**src/rtl/fake_seq_pkg.sv**
```systemverilog
// Shared types and constants for the fake pulse sequencer: FSM states,
// descriptor field layout and fake ADC code limits.
package fake_seq_pkg;

   typedef enum logic [2:0] {
      ST_IDLE,
      ST_LOAD,
      ST_DELAY,
      ST_PULSE,
      ST_NEXT,
      ST_FINISH
   } state_t;

   localparam int DELAY_LSB = 0;
   localparam int DELAY_W   = 32;
   localparam int WIDTH_LSB = 32;
   localparam int WIDTH_W   = 8;
   localparam int AMP_LSB   = 40;
   localparam int AMP_W     = 12;
   localparam int LAST_BIT  = 52;
   localparam int DESC_W    = 53;

   localparam int PEDESTAL    = 200;
   localparam int MAX_SIGNAL  = 2047;
   localparam int SIGNAL_BINS = MAX_SIGNAL - PEDESTAL;
   localparam int LG_SHIFT    = 5;

   typedef struct packed {
      logic               last;
      logic [AMP_W-1:0]   amp;
      logic [WIDTH_W-1:0] width;
      logic [DELAY_W-1:0] delay;
   } desc_t;

   function automatic desc_t unpack_desc(input logic [DESC_W-1:0] raw);
      desc_t d;
      d.delay = raw[DELAY_LSB +: DELAY_W];
      d.width = raw[WIDTH_LSB +: WIDTH_W];
      d.amp   = raw[AMP_LSB +: AMP_W];
      d.last  = raw[LAST_BIT];
      return d;
   endfunction

endpackage

```
**src/rtl/fake_pulse_sequencer_if.sv**
```systemverilog
// Configuration, control and status bundle of the fake pulse sequencer.
// Handshake: START is a one-cycle request taken only while BUSY is low and ABORT
// is low; BUSY rises the following cycle and falls in the cycle DONE pulses (or
// the cycle after ABORT). CFG_WE writes only while BUSY is low, else CFG_ERR pulses.
interface fake_pulse_sequencer_if #(
   parameter int ADDR_W = 3
);
   logic              CFG_WE;
   logic [ADDR_W-1:0] CFG_ADDR;
   logic [63:0]       CFG_DATA;
   logic              CFG_ERR;
   logic [15:0]       NUM_BURSTS;
   logic              START;
   logic              ABORT;
   logic              BUSY;
   logic              DONE;
   logic              ACTIVE;
   logic [ADDR_W-1:0] DESC_IDX;
   logic [15:0]       BURST_CNT;
   logic [23:0]       FAKE_SIGNAL;

   modport master (
      output CFG_WE, CFG_ADDR, CFG_DATA, NUM_BURSTS, START, ABORT,
      input  CFG_ERR, BUSY, DONE, ACTIVE, DESC_IDX, BURST_CNT, FAKE_SIGNAL
   );

   modport slave (
      input  CFG_WE, CFG_ADDR, CFG_DATA, NUM_BURSTS, START, ABORT,
      output CFG_ERR, BUSY, DONE, ACTIVE, DESC_IDX, BURST_CNT, FAKE_SIGNAL
   );
endinterface

```
**src/rtl/fake_seq_desc_ram.sv**
```systemverilog
// Descriptor table: single write port, synchronous read with one cycle latency.
// A write and a read of the same slot on one edge returns the new data.
module fake_seq_desc_ram #(
   parameter int DEPTH = 8,
   parameter int WIDTH = 53
) (
   input  logic                     clk,
   input  logic                     we,
   input  logic [$clog2(DEPTH)-1:0] waddr,
   input  logic [WIDTH-1:0]         wdata,
   input  logic [$clog2(DEPTH)-1:0] raddr,
   output logic [WIDTH-1:0]         rdata
);
   logic [WIDTH-1:0] mem [DEPTH];

   always_ff @(posedge clk) begin
      if (we) mem[waddr] <= wdata;
      rdata <= (we && (waddr == raddr)) ? wdata : mem[raddr];
   end
endmodule

```
**src/rtl/fake_pulse_sequencer.sv**
```systemverilog
// Plays a software-loaded table of pulse descriptors as repeated bursts of fake
// HG/LG ADC words. Define FAKE_SEQ_LOOP_EN to make NUM_BURSTS==0 run until ABORT.
module fake_pulse_sequencer
   import fake_seq_pkg::*;
#(
   parameter int NUM_DESC = 8
) (
   input  logic                  CLK,
   input  logic                  RST,
   fake_pulse_sequencer_if.slave bus,
   output state_t                dbg_state
);
   localparam int          AW        = $clog2(NUM_DESC);
   localparam logic [11:0] PED_CODE  = 12'(PEDESTAL);
   localparam logic [11:0] BINS_CODE = 12'(SIGNAL_BINS);
`ifdef FAKE_SEQ_LOOP_EN
   localparam bit LOOP_EN = 1'b1;
`else
   localparam bit LOOP_EN = 1'b0;
`endif

   state_t          state, state_nxt;
   logic [AW-1:0]   idx, idx_nxt;
   logic [15:0]     num_q, num_nxt;
   logic [15:0]     bcnt, bcnt_nxt;
   logic [31:0]     dly_cnt, dly_nxt;
   logic [7:0]      pw_cnt, pw_nxt;
   logic [11:0]     amp_q, amp_nxt;
   logic            last_q, last_nxt;
   logic [23:0]     fake_q;
   logic            done_q, cfg_err_q;
   logic [DESC_W-1:0] rd_data;
   desc_t           rd_desc;
   logic            end_of_burst;
   logic            looping;
   logic [16:0]     bcnt_inc;
   logic            cfg_data_unused;

   assign cfg_data_unused = ^bus.CFG_DATA[63:DESC_W];

   // Read address follows the next index so the slot is ready during LOAD.
   fake_seq_desc_ram #(
      .DEPTH (NUM_DESC),
      .WIDTH (DESC_W)
   ) u_ram (
      .clk   (CLK),
      .we    (bus.CFG_WE && (state == ST_IDLE)),
      .waddr (bus.CFG_ADDR),
      .wdata (bus.CFG_DATA[DESC_W-1:0]),
      .raddr (idx_nxt),
      .rdata (rd_data)
   );

   assign rd_desc      = unpack_desc(rd_data);
   assign end_of_burst = last_q || (idx == AW'(NUM_DESC - 1));
   assign looping      = LOOP_EN && (num_q == 16'd0);
   assign bcnt_inc     = {1'b0, bcnt} + 17'd1;

   always_comb begin
      state_nxt = state;
      idx_nxt   = idx;
      num_nxt   = num_q;
      bcnt_nxt  = bcnt;
      dly_nxt   = dly_cnt;
      pw_nxt    = pw_cnt;
      amp_nxt   = amp_q;
      last_nxt  = last_q;
      if ((state != ST_IDLE) && bus.ABORT) begin
         state_nxt = ST_IDLE;
      end else begin
         unique case (state)
            ST_IDLE: begin
               if (bus.START && !bus.ABORT) begin
                  num_nxt   = bus.NUM_BURSTS;
                  idx_nxt   = '0;
                  bcnt_nxt  = '0;
                  state_nxt = ((bus.NUM_BURSTS == 16'd0) && !LOOP_EN) ? ST_FINISH : ST_LOAD;
               end
            end
            ST_LOAD: begin
               dly_nxt   = rd_desc.delay;
               pw_nxt    = (rd_desc.width == 8'd0) ? 8'd1 : rd_desc.width;
               amp_nxt   = (rd_desc.amp > BINS_CODE) ? BINS_CODE : rd_desc.amp;
               last_nxt  = rd_desc.last;
               state_nxt = (rd_desc.delay == 32'd0) ? ST_PULSE : ST_DELAY;
            end
            ST_DELAY: begin
               dly_nxt = dly_cnt - 32'd1;
               if (dly_cnt == 32'd1) state_nxt = ST_PULSE;
            end
            ST_PULSE: begin
               pw_nxt = pw_cnt - 8'd1;
               if (pw_cnt == 8'd1) state_nxt = ST_NEXT;
            end
            ST_NEXT: begin
               if (end_of_burst) begin
                  // Continuous runs wrap the burst count; bounded runs saturate.
                  if (looping) bcnt_nxt = bcnt + 16'd1;
                  else         bcnt_nxt = (&bcnt) ? bcnt : bcnt + 16'd1;
                  if (looping || (bcnt_inc < {1'b0, num_q})) begin
                     idx_nxt   = '0;
                     state_nxt = ST_LOAD;
                  end else begin
                     state_nxt = ST_FINISH;
                  end
               end else begin
                  idx_nxt   = idx + AW'(1);
                  state_nxt = ST_LOAD;
               end
            end
            ST_FINISH: state_nxt = ST_IDLE;
            default:   state_nxt = ST_IDLE;
         endcase
      end
   end

   always_ff @(posedge CLK) begin
      if (RST) begin
         state     <= ST_IDLE;
         idx       <= '0;
         num_q     <= '0;
         bcnt      <= '0;
         dly_cnt   <= '0;
         pw_cnt    <= '0;
         amp_q     <= '0;
         last_q    <= 1'b0;
         fake_q    <= {PED_CODE, PED_CODE};
         done_q    <= 1'b0;
         cfg_err_q <= 1'b0;
      end else begin
         state     <= state_nxt;
         idx       <= idx_nxt;
         num_q     <= num_nxt;
         bcnt      <= bcnt_nxt;
         dly_cnt   <= dly_nxt;
         pw_cnt    <= pw_nxt;
         amp_q     <= amp_nxt;
         last_q    <= last_nxt;
         done_q    <= (state == ST_FINISH) && !bus.ABORT;
         cfg_err_q <= bus.CFG_WE && (state != ST_IDLE);
         if (state == ST_PULSE)
            fake_q <= {amp_q + PED_CODE, (amp_q >> LG_SHIFT) + PED_CODE};
         else
            fake_q <= {PED_CODE, PED_CODE};
      end
   end

   assign bus.BUSY        = (state != ST_IDLE);
   assign bus.ACTIVE      = (state == ST_PULSE);
   assign bus.DONE        = done_q;
   assign bus.CFG_ERR     = cfg_err_q;
   assign bus.DESC_IDX    = idx;
   assign bus.BURST_CNT   = bcnt;
   assign bus.FAKE_SIGNAL = fake_q;
   assign dbg_state       = state;
endmodule

```
**src/flat_wrapper.sv**
```systemverilog
// flat-port wrapper written by rule: the top's interface ports become plain ports
module fake_pulse_sequencer_flat import fake_seq_pkg::*;
#(
   parameter int NUM_DESC = 8
)
  (CLK, RST, dbg_state, bus_CFG_WE, bus_CFG_ADDR, bus_CFG_DATA, bus_NUM_BURSTS, bus_START, bus_ABORT, bus_CFG_ERR, bus_BUSY, bus_DONE, bus_ACTIVE, bus_DESC_IDX, bus_BURST_CNT, bus_FAKE_SIGNAL);
  fake_pulse_sequencer_if bus_i ();
  input  logic CLK;
  input  logic RST;
  output state_t dbg_state;
  input wire logic [$bits(bus_i.CFG_WE)-1:0] bus_CFG_WE;
  input wire logic [$bits(bus_i.CFG_ADDR)-1:0] bus_CFG_ADDR;
  input wire logic [$bits(bus_i.CFG_DATA)-1:0] bus_CFG_DATA;
  input wire logic [$bits(bus_i.NUM_BURSTS)-1:0] bus_NUM_BURSTS;
  input wire logic [$bits(bus_i.START)-1:0] bus_START;
  input wire logic [$bits(bus_i.ABORT)-1:0] bus_ABORT;
  output wire logic [$bits(bus_i.CFG_ERR)-1:0] bus_CFG_ERR;
  output wire logic [$bits(bus_i.BUSY)-1:0] bus_BUSY;
  output wire logic [$bits(bus_i.DONE)-1:0] bus_DONE;
  output wire logic [$bits(bus_i.ACTIVE)-1:0] bus_ACTIVE;
  output wire logic [$bits(bus_i.DESC_IDX)-1:0] bus_DESC_IDX;
  output wire logic [$bits(bus_i.BURST_CNT)-1:0] bus_BURST_CNT;
  output wire logic [$bits(bus_i.FAKE_SIGNAL)-1:0] bus_FAKE_SIGNAL;
  assign bus_i.CFG_WE = bus_CFG_WE;
  assign bus_i.CFG_ADDR = bus_CFG_ADDR;
  assign bus_i.CFG_DATA = bus_CFG_DATA;
  assign bus_i.NUM_BURSTS = bus_NUM_BURSTS;
  assign bus_i.START = bus_START;
  assign bus_i.ABORT = bus_ABORT;
  assign bus_CFG_ERR = bus_i.CFG_ERR;
  assign bus_BUSY = bus_i.BUSY;
  assign bus_DONE = bus_i.DONE;
  assign bus_ACTIVE = bus_i.ACTIVE;
  assign bus_DESC_IDX = bus_i.DESC_IDX;
  assign bus_BURST_CNT = bus_i.BURST_CNT;
  assign bus_FAKE_SIGNAL = bus_i.FAKE_SIGNAL;
  fake_pulse_sequencer #(.NUM_DESC(NUM_DESC)) u_core (.CLK(CLK), .RST(RST), .bus(bus_i), .dbg_state(dbg_state));
endmodule
```
**config.mk**
```make
export PLATFORM = sky130hd
export DESIGN_NAME = fake_pulse_sequencer_flat
export DESIGN_NICKNAME = d
export VERILOG_FILES = /design/src/rtl/fake_seq_pkg.sv /design/src/rtl/fake_pulse_sequencer_if.sv /design/src/rtl/fake_seq_desc_ram.sv /design/src/rtl/fake_pulse_sequencer.sv /design/src/flat_wrapper.sv
export SDC_FILE = /design/constraint.sdc
export NUM_CORES = 1
export LEC_CHECK = 0
export CORE_UTILIZATION = 64
export CTS_CLUSTER_DIAMETER = 100
export CTS_CLUSTER_SIZE = 20
export DETAILED_ROUTE_END_ITERATION = 12
export GPL_ROUTABILITY_DRIVEN = 0
export GPL_TIMING_DRIVEN = 1
export MAX_ROUTING_LAYER = met4
export PLACE_DENSITY = 0.82
export SYNTH_ARGS = -nofsm -noshare
export SYNTH_HDL_FRONTEND = slang
export SYNTH_SLANG_ARGS = --single-unit
```
**constraint.sdc**
```tcl
create_clock -name CLK -period 8.7 [get_ports CLK]
set_input_delay 1.305 -clock CLK [delete_from_list [all_inputs] [get_ports CLK]]
set_output_delay 1.305 -clock CLK [all_outputs]
set_load 0.03 [all_outputs]
```
==> impl_metrics.py <==
metrics = {
    "global_routing": {
        "track_usage_pct": 27.4,
        "first_global_vias": 13100,
        "grt_max_degree": 80,
        "grt_overflow": 0,
        "antenna_found_initial": 3,
        "grt_pass1_wl_mm": 72.5,
    },
    "synth": {
        "synth_simple_gate_area_share_pct": 7.94,
        "synth_mux_area_share_pct": 12.7,
        "synthesis.area_um2": 22400,
        "synth_area_leaders": "edfxtp_1, dfxtp_1, mux4_2, mux2i_1, mux4_1",
        "synth_fa_ha_area_share_pct": 1.34,
        "synthXorXnorAreaFrac_pct": 0.937,
        "yosys_most_used_dff": "edfxtp_1",
        "yosys.area.top_type": "edfxtp_1",
        "synthArstFlopShare_pct": 0,
        "yosysSeqAreaShare_pct": 67.2,
        "synth_edf_count": 424,
        "synth_cells": 1495,
        "synth_top_area_share_pct": 56.7,
        "ys_seq_elements": 541,
        "synth_compound_area_share_pct": 7.36,
        "avgSynthCellArea_um2": 15.0,
        "synth_top_family_by_area": "multiplexers",
        "synth_cell_type_count": 77,
        "ys_warn_count": 0,
    },
    "setup_path": {
        "crit_path_start": "u_core.dbg_state[1]$_SDFFE_PP0P_",
        "critical_path_required_ns": 7.39,
        "worstPathMaxFanout": 14,
        "r2r-start": "u_core.bus.BURST_CNT[0]$_SDFFE_PP0P_",
        "worst_setup_path_end_kind": "output port",
        "slowest_stage": "clkdlybuf4s50_1",
        "path_class": "register to output port",
        "cpPeakStageDelay_ns": 0.63,
        "cp.arrival_ns": 2.65,
        "cp-start-kind": "register",
        "cp_cell_sequence": "or2_2 > nor2_1 > inv_2 > clkdlybuf4s50_1",
    },
    "routing": {
        "num_vias": 13200,
        "drtIter0Drc": 1124,
        "drc": 0,
        "ant_nets": 0,
        "dr.pass1.iters": 6,
        "via_per_inst": 6.37,
        "wl_mm": 46.6,
        "wl_per_cell_um": 22.5,
    },
    "sta": {
        "slew_headroom_pct": 32.0,
        "timing.hold.ws_ns": 0.462,
        "rsz0062_at_grt": "no",
        "layout_setup_ws_ns": 4.74,
        "finalHoldViolCount": 0,
        "final.period_utilization_pct": 45.5,
        "tightest_slew_ns": 1.01,
        "setup_viol": 0,
        "fin_skew_ns": 0.0267,
        "fin_crit_ns": 3.96,
        "setup_tns_ns": 0,
        "finalMaxSlewViolations": 0,
        "max_freq_mhz": 253,
    },
    "floorplanning": {
        "die_w_um": 189,
        "dieHeight_um": 189,
        "rows": 68,
        "num_io_pins": 138,
        "dieArea_um2": 35800,
        "start_util_pct": 65.0,
        "core_um2": 34500,
    },
    "layout": {
        "drive_gt1_share_pct": 10.7,
        "fin_area_um2": 24900,
        "fin_nets": 1698,
        "areaGrowthSynthToFinish_pct": 11.0,
        "final_cells": 2068,
        "fin_util_pct": 72.1,
        "fillers": 2175,
    },
    "cts": {
        "cts-buffers-inserted": 31,
        "root_buffer": "clkbuf_16",
        "ctsResizeCount": 0,
        "cts_buffer_depth": 3,
        "cts_setup_buffers": 0,
        "cts.reportedPaths.clkPinSlew_ns": 0.09,
        "cts_max_level": 1,
        "insertion_delay_ns": 0.59,
        "hold_buffers": 0,
        "cts_tree": "done",
        "cts.sinks": 541,
    },
    "power": {
        "power_mw": 4.59,
        "ir_drop_mv": 0.187,
        "power.density_nw_per_um2": 185,
        "leakage_nw": 7.96,
    },
    "place": {
        "dp_slack_ns": 4.66,
        "dpl.cell_count": 2008,
        "hpwl_mm": 27.5,
        "port_buffers": 123,
        "placed_area_um2": 24000,
    },
    "status": {
        "outcome": "finished clean",
    },
    "worst_hold_path": {
        "min_from": "u_core.num_q[11]$_SDFFE_PP0P_",
        "holdCritPathClass": "register to register",
    },
    "flow_run": {
        "drv_cap": 0,
    },
}
## kinds of logic (layout without fill, tap and decap cells)
kind of cell               after synthesis  count (layout)
muxes                                  172             172
AOI/OAI and AO/OA                      261             261
adders and majority gates               24              24
buffers and inverters                  118             231
and+or+nand+nor                        354             354
other                                    1               6
xor gates and xnor gates                24              24
DFF                                    541             541
## layout make-up
cell class                      count  area (µm²)  area share [%]
Timing Repair Buffer              141        1360            5.47
Antenna cell                        3        7.51          0.0302
Multi-Input combinational cell    838        6860            27.6
Clock inverter                      1        20.0          0.0804
Clock buffer                       56         870            3.49
Inverter                           33         124           0.498
Tap cell                          455         569            2.29
Sequential cell                   541       15100            60.6
## critical path: cells and delay by family, from the launching register on
| family | cells | cell delay [ns] |
|---|---|---|
| buf+inv | 2 | 0.79 |
| flops | 1 | 0.46 |
| simple gates | 2 | 0.80 |
## registers in the layout (all words and copies together) (netlist names), named ones only
register	count
u_core.bus.CFG_ERR	1
u_core.last_q	1
u_core.bus.DESC_IDX	3
u_core.bus.FAKE_SIGNAL	21
u_core.num_q	16
u_core.amp_q	12
u_core.bus.DONE	1
u_core.pw_cnt	8
u_core.u_ram.mem	424
u_core.dbg_state	3
u_core.bus.BURST_CNT	16
u_core.dly_cnt	32
## layout by cell type, fill, tap and decap left out, types with 17 or more instances in the layout
master	netlist	layout
clkbuf_16	0	31
edfxtp_1	424	424
clkdlybuf4s50_1	0	122
a211oi_1	17	17
a22oi_1	21	21
a21oi_1	88	88
mux4_1	19	19
nand3_1	36	36
mux2i_1	70	70
nand2_1	97	97
mux4_2	63	63
dfxtp_1	117	114
nor2_1	90	84
inv_1	30	30
buf_4	11	18
clkbuf_1	38	25
nor3_1	29	26
mux2_2	20	20
o21ai_0	59	59
ha_1	24	24
## synthesized netlist by cell type (all sizes together), types with 6 or more instances
library cell and instances:
a22oi 21, nor4 14, buf 45, a21o 12, xnor2 16, a22o 7, nor2 90, nand3b 7
edfxtp 424, mux2 20, inv 32, nor3 33, or3 7, clkbuf 39, o21ai 60, mux2i 70
dfxtp 117, and2 11, o21a 6, nand2b 9, nand4 10, a211oi 18, ha 24, a21oi 89
and3 12, nand2 97, mux4 82, xor2 8, nand3 36
## worst paths after layout
check                                       to  slack [ns]  cells after the start
min reg2reg      u_core.num_q[11]$_SDFFE_PP0P_        0.46                      2
min              u_core.num_q[11]$_SDFFE_PP0P_        0.46                      2
max                                   bus_BUSY        4.74                      4
max reg2reg  u_core.bus.DESC_IDX[0]$_SDFF_PP0_        4.98                     12
## power by group
| group | total, mW | switching (mW) | internal [mW] |
|---|---|---|---|
| logic | 0.268 | 0.171 | 0.0967 |
| registers | 2.86 | 0.0242 | 2.84 |
| clock network | 1.46 | 0.784 | 0.680 |
## per-layer routing
layer	vias up	share of wire (%)	wire [µm]	GRT usage [%]
met2	567	49	22700	43.5
li1	5982	-	-	-
met3	93	7.6	3540	3.97
met5	-	0	0	-
met1	6534	41	19000	36.7
met4	0	3.1	1440	9.40
No activity file was read; power rests on OpenSTA's default activity.
